===== src/rtl/fetch_pkg.sv =====
// fetch_pkg: shared types, constants and helpers for the instruction-fetch front end.
// The BTB is only built when FETCH_BTB_EN is defined; see fetch_unit.
package fetch_pkg;

  // 2-bit saturating branch counter; bit 1 set means "predict taken".
  typedef enum logic [1:0] {
    CNT_SNT = 2'b00,
    CNT_WNT = 2'b01,
    CNT_WT  = 2'b10,
    CNT_ST  = 2'b11
  } cnt_e;

  // Per-entry control state. Tag and target widths depend on the btb
  // parameters, so those fields live in parallel arrays inside btb.
  typedef struct packed {
    logic valid;
    cnt_e cnt;
  } btb_meta_t;

  // Bubble inserted into IF/ID on a redirect.
  localparam logic [31:0] NOP = 32'h0000_0000;

  function automatic int idx_w(input int entries);
    return $clog2(entries);
  endfunction

  function automatic int tag_w(input int xlen, input int entries);
    return xlen - 2 - $clog2(entries);
  endfunction

  function automatic cnt_e cnt_inc(input cnt_e c);
    return (c == CNT_ST) ? CNT_ST : cnt_e'(c + 2'd1);
  endfunction

  function automatic cnt_e cnt_dec(input cnt_e c);
    return (c == CNT_SNT) ? CNT_SNT : cnt_e'(c - 2'd1);
  endfunction

endpackage


===== src/rtl/fetch_btb.sv =====
// btb: direct-mapped branch target buffer with 2-bit counters.
// Addresses arrive as word addresses (byte offset stripped). Lookup is purely
// combinational on stored state, so a same-cycle update is not visible to it.
module btb
  import fetch_pkg::*;
#(
  parameter int XLEN    = 32,
  parameter int ENTRIES = 16
) (
  input  logic            clk,
  input  logic            reset,
  input  logic [XLEN-3:0] lookup_word,
  output logic            pred_taken,
  output logic [XLEN-1:0] pred_target,
  input  logic            upd_en,
  input  logic [XLEN-3:0] upd_word,
  input  logic            upd_taken,
  input  logic [XLEN-1:0] upd_target
);
  localparam int IDX = idx_w(ENTRIES);
  localparam int TAG = tag_w(XLEN, ENTRIES);

  btb_meta_t       meta  [ENTRIES];
  logic [TAG-1:0]  tag_q [ENTRIES];
  logic [XLEN-1:0] tgt_q [ENTRIES];

  logic [IDX-1:0] l_idx, u_idx;
  logic [TAG-1:0] l_tag, u_tag;
  logic           l_hit, u_hit;

  assign l_idx = lookup_word[IDX-1:0];
  assign l_tag = lookup_word[XLEN-3:IDX];
  assign u_idx = upd_word[IDX-1:0];
  assign u_tag = upd_word[XLEN-3:IDX];

  assign l_hit = meta[l_idx].valid && (tag_q[l_idx] == l_tag);
  assign u_hit = meta[u_idx].valid && (tag_q[u_idx] == u_tag);

  // Predict taken only on a tag hit with the counter in a taken state.
  assign pred_taken  = l_hit && (meta[l_idx].cnt inside {CNT_WT, CNT_ST});
  assign pred_target = pred_taken ? tgt_q[l_idx] : '0;

  // Valid/counter state: cleared on reset, trained on resolve.
  always_ff @(posedge clk) begin
    if (!reset) begin
      for (int i = 0; i < ENTRIES; i++) meta[i] <= '{valid: 1'b0, cnt: CNT_WNT};
    end else if (upd_en) begin
      if (u_hit)
        meta[u_idx].cnt <= upd_taken ? cnt_inc(meta[u_idx].cnt) : cnt_dec(meta[u_idx].cnt);
      else if (upd_taken)
        meta[u_idx] <= '{valid: 1'b1, cnt: CNT_WT};
    end
  end

  // Tag/target payload: a taken resolve either refreshes a hit or allocates,
  // and in both cases the tag equals u_tag, so one write covers both.
  always_ff @(posedge clk) begin
    if (reset && upd_en && upd_taken) begin
      tag_q[u_idx] <= u_tag;
      tgt_q[u_idx] <= upd_target;
    end
  end

endmodule


===== src/rtl/fetch_unit.sv =====
// fetch_unit: PC register, IF/ID register and decode-stage redirect for the
// 5-stage MIPS pipeline. Define FETCH_BTB_EN to add the branch target buffer;
// without it the front end always predicts fall-through.
module fetch_unit
  import fetch_pkg::*;
#(
  parameter int              XLEN        = 32,
  parameter int              BTB_ENTRIES = 16,
  parameter logic [XLEN-1:0] RESET_PC    = '0
) (
  input  logic            clk,
  input  logic            reset,
  input  logic            stall_f,
  input  logic            stall_d,
  output logic [XLEN-1:0] pc_f,
  input  logic [31:0]     instr_f,
  output logic [31:0]     instr_d,
  output logic [XLEN-1:0] pc_d,
  output logic [XLEN-1:0] pc_plus4_d,
  output logic            valid_d,
  output logic            pred_taken_d,
  output logic [XLEN-1:0] pred_target_d,
  input  logic            resolve_valid,
  input  logic            resolve_taken,
  input  logic [XLEN-1:0] resolve_target,
  output logic            mispredict_d
);
  localparam logic [XLEN-1:0] FOUR = XLEN'(4);

  logic [XLEN-1:0] pc_plus4_f, pred_next_f, redirect_pc, pred_target_f;
  logic            pred_taken_f, res_en;

  assign pc_plus4_f = pc_f + FOUR;

`ifdef FETCH_BTB_EN
  btb #(
    .XLEN    (XLEN),
    .ENTRIES (BTB_ENTRIES)
  ) u_btb (
    .clk         (clk),
    .reset       (reset),
    .lookup_word (pc_f[XLEN-1:2]),
    .pred_taken  (pred_taken_f),
    .pred_target (pred_target_f),
    .upd_en      (res_en),
    .upd_word    (pc_d[XLEN-1:2]),
    .upd_taken   (resolve_taken),
    .upd_target  (resolve_target)
  );
`else
  assign pred_taken_f  = 1'b0;
  assign pred_target_f = '0;
`endif

  assign pred_next_f = pred_taken_f ? pred_target_f : pc_plus4_f;

  // A resolve only counts for a real instruction that decode is consuming.
  assign res_en       = resolve_valid & valid_d & ~stall_d;
  assign mispredict_d = res_en & ((resolve_taken != pred_taken_d) |
                                  (resolve_taken & (resolve_target != pred_target_d)));
  assign redirect_pc  = resolve_taken ? resolve_target : pc_plus4_d;

  // PC: reset > redirect > hold > predicted next.
  always_ff @(posedge clk) begin
    if (!reset)            pc_f <= RESET_PC;
    else if (mispredict_d) pc_f <= redirect_pc;
    else if (!stall_f)     pc_f <= pred_next_f;
  end

  // IF/ID: a redirect flushes even under stall_d; otherwise hold or capture.
  always_ff @(posedge clk) begin
    if (!reset || mispredict_d) begin
      instr_d       <= NOP;
      pc_d          <= '0;
      pc_plus4_d    <= '0;
      valid_d       <= 1'b0;
      pred_taken_d  <= 1'b0;
      pred_target_d <= '0;
    end else if (!stall_d) begin
      instr_d       <= instr_f;
      pc_d          <= pc_f;
      pc_plus4_d    <= pc_plus4_f;
      valid_d       <= 1'b1;
      pred_taken_d  <= pred_taken_f;
      pred_target_d <= pred_target_f;
    end
  end

endmodule

===== config.mk =====
export PLATFORM = sky130hd
export DESIGN_NAME = fetch_unit
export DESIGN_NICKNAME = d
export VERILOG_FILES = /design/src/rtl/fetch_pkg.sv /design/src/rtl/fetch_btb.sv /design/src/rtl/fetch_unit.sv
export SDC_FILE = /design/constraint.sdc
export NUM_CORES = 1
export LEC_CHECK = 0
export ABC_AREA = 1
export CORE_AREA = 2 2 115 117
export DETAILED_ROUTE_END_ITERATION = 7
export DIE_AREA = 0 0 117 119
export DONT_BUFFER_PORTS = 1
export PLACE_DENSITY = 0.67
export SLEW_MARGIN = 10
export SYNTH_ARGS = -nofsm -noshare
export SYNTH_HDL_FRONTEND = slang
export SYNTH_HIERARCHICAL = 1
export SYNTH_SLANG_ARGS = --single-unit
export TNS_END_PERCENT = 5

===== constraint.sdc =====
create_clock -name clk -period 1.3 [get_ports clk]
set_input_delay 0.325 -clock clk [delete_from_list [all_inputs] [get_ports clk]]
set_output_delay 0.325 -clock clk [all_outputs]
set_load 0.02 [all_outputs]

==> results.cfg <==
[outcome]
status = complete, but fails checks
violations = setup timing

[critical_path]
critical_path.max_fanout = 7
critPathTopFamily = flip-flops
crit_buf_inv = 1
crit_arrival_ns = 1.14
required_ns = 0.98
cp_slowest_cell = dfxtp_4
path_cells = nand3_4, nor2_4, buf_12
path_class = flop to primary output
cp-end-kind = primary output
max_stage_delay_ns = 0.37
cp-start-kind = flop

[logic_synthesis]
synth_commonest_cells = nand2_1 (249), dfxtp_1 (127), a21oi_1 (112)
yosysSeqAreaShare_pct = 40.6
synth.most_common_cell = nand2_1
yosysWarnings = 6
synth_area_leaders = dfxtp_1 (41%), nand2_1 (15%), a21oi_1 (8.9%)
synth-main-ff-cell = dfxtp_1
synth_area_leader_cell = dfxtp_1
synth_area_um2 = 6270
ys_async_sr_fraction_pct = 0
synth-edff-count = 0
synth_cell_types = 35
synth_top_area_share_pct = 40.6
yosys_register_bits = 127
synth.avg_cell_area_um2 = 6.72
synthCells = 933

[die]
die_w_um = 117
start_util_pct = 48.7
row_count = 42
core_um2 = 12900
pin_count = 233
die_y_um = 119
dieArea_um2 = 13900

[global_route]
grt_pass1_vias = 5735
grt_start_max_net_pins = 124
grt_pass1_wl_um = 29500
overflow = 0
globalRouteTotalUtil_pct = 27.5
antenna_found_initial = 0

[routing]
first_iter_violations = 455
drc = 0
viasPerCell = 5.21
drt-total-wl_um = 19200
vias = 6256
wl_per_cell_um = 16.0
ant_nets = 0
dr.pass1.iters = 5

[clock_network]
cts.clk_slew.worst_paths_ns = 0.06
htree_levels = 4
clock_sinks = 127
cts_tree = built
hold_buffers = 0
insertion_delay_ns = 0.42
numCtsBuffers = 17
cts_root_buf = clkbuf_16
clockBufferDepth = 2

[pwr]
vdd_ir_drop_max_v = 0.00101
sw_frac_of_total_pct = 26.6
comb_power_share_pct = 11.7
p_leak_nw = 3.55
p_seq_share_pct = 40.6
switchingPower_w = 0.00286
p_int_w = 0.00790
p_per_area_nw_per_um2 = 1320
power_w = 0.0108
p_clk_share_pct = 47.8

[timing]
finalSetupViolations = 58
rsz0062_at_grt = yes
fin_ws_ns = -0.164
holdWs_ns = 0.0401
period_minus_slack_ns = 1.46
period_share_pct = 113
fmax_ghz = 0.683
final_max_slew_viol_count = 0
fin_worst_skew_ns = 0.00936
hold_viol = 0

[placement]
place_area_um2 = 7040
port_buffers = 0
dp_hpwl_um = 13300
place.gp.congestion = 0.943
dp_slack_ns = -0.167
place_inst = 1162

[layout]
fin_area_um2 = 8150
syn2layout_area_growth_pct = 30.0
diodes = 0
fin_nets = 1083
layout-drive-gt1-share_pct = 24.4
instances_no_fill = 1201

[min_path]
worstHoldPathType = primary input to flop

[run]
drv_cap = 0
-- state kept, by name (all words and copies together) (netlist names) --
register and flops:
pc_d 32, instr_d 32, pc_f 32, pc_plus4_d 30, valid_d 1
-- through the flow --
stage                     utilization, %  TNS, ns
after floorplan                        -    -3.75
after global placement              54.7    -3.84
after detailed placement            54.7    -4.77
after CTS                           62.0    -4.62
after global routing                63.3    -9.24
final                               63.3    -3.58
-- cells in the final DEF (no fill, tap or decap), types with 13 or more instances in the layout --
cell type / netlist / layout
nand2_2: 2 / 13
nor2_1: 108 / 87
a21oi_1: 112 / 106
o21ai_1: 15 / 22
nor2_2: 3 / 18
buf_6: 1 / 29
dfxtp_1: 127 / 93
buf_4: 41 / 77
nand2_1: 249 / 235
inv_1: 84 / 84
dfxtp_2: 0 / 26
o21ai_0: 55 / 47
clkbuf_16: 0 / 17
conb_1: 1 / 33
nand3_1: 36 / 32
-- power groups by stage --
stage	logic, W	clock network, W	registers (W)
after floorplan	0.000779	0	0.00453
after global routing	0.00138	0.00539	0.00439
after global placement	0.00115	0	0.00443
final	0.00125	0.00514	0.00436
after detailed placement	0.00116	0	0.00443
after CTS	0.00122	0.00520	0.00436
-- final timing paths --
kind	start	slack, ns	cells past startpoint	to
worst max-delay path	valid_d	-0.16	3	mispredict_d
worst min register to register	pc_plus4_d[14]	0.51	2	pc_plus4_d[14]
worst min-delay path	reset	0.04	2	pc_f[23]
worst max register to register	pc_f[3]	-0.16	10	pc_plus4_d[26]
-- worst reg2reg max path, delay by kind of cell (launching register included) --
kind | cells | cell delay (ns)
DFF | 1 | 0.37
and+or+nand+nor | 8 | 0.79
buffers and inverters | 1 | 0.04
adders and majority gates | 1 | 0.15
-- what timing repair did --
| item | 4_1_cts | 5_1_grt |
|---|---|---|
| endpoints found under the setup margin | 75 | 122 |
| endpoints found under the hold margin | 0 | 0 |
| resized for setup | 71 | 54 |
| gates cloned | 2 | 0 |
| setup buffers | 4 | 1 |
| pin swaps | 10 | 14 |
-- cell type report --
type	count	area (um^2)
multi-input combinational	661	3230
sequential	127	2610
fill	1212	4730
clock inverter	12	183
clock buffer	20	457
inverter	90	348
timing repair buffer	115	1100
tap	176	220
-- cells by family after synthesis --
family,share of synthesized area (%)
compound gates,17.6
mux,0.160
buf+inv,13.6
flops,40.6
simple gates,26.7
xor+xnor,1.12
other cells,0.0598
fa+ha+maj,0.200
-- routing by layer --
| metal | global-route usage, % | wire (um) | part of all wire [%] |
|---|---|---|---|
| met4 | 12.0 | 637 | 3.3 |
| met1 | 33.2 | 7640 | 40 |
| met2 | 44.1 | 9230 | 48 |
| met3 | 9.11 | 1700 | 8.8 |
| met5 | 0 | 0 | 0 |
Note: power is estimated with default switching activity, not from simulation.
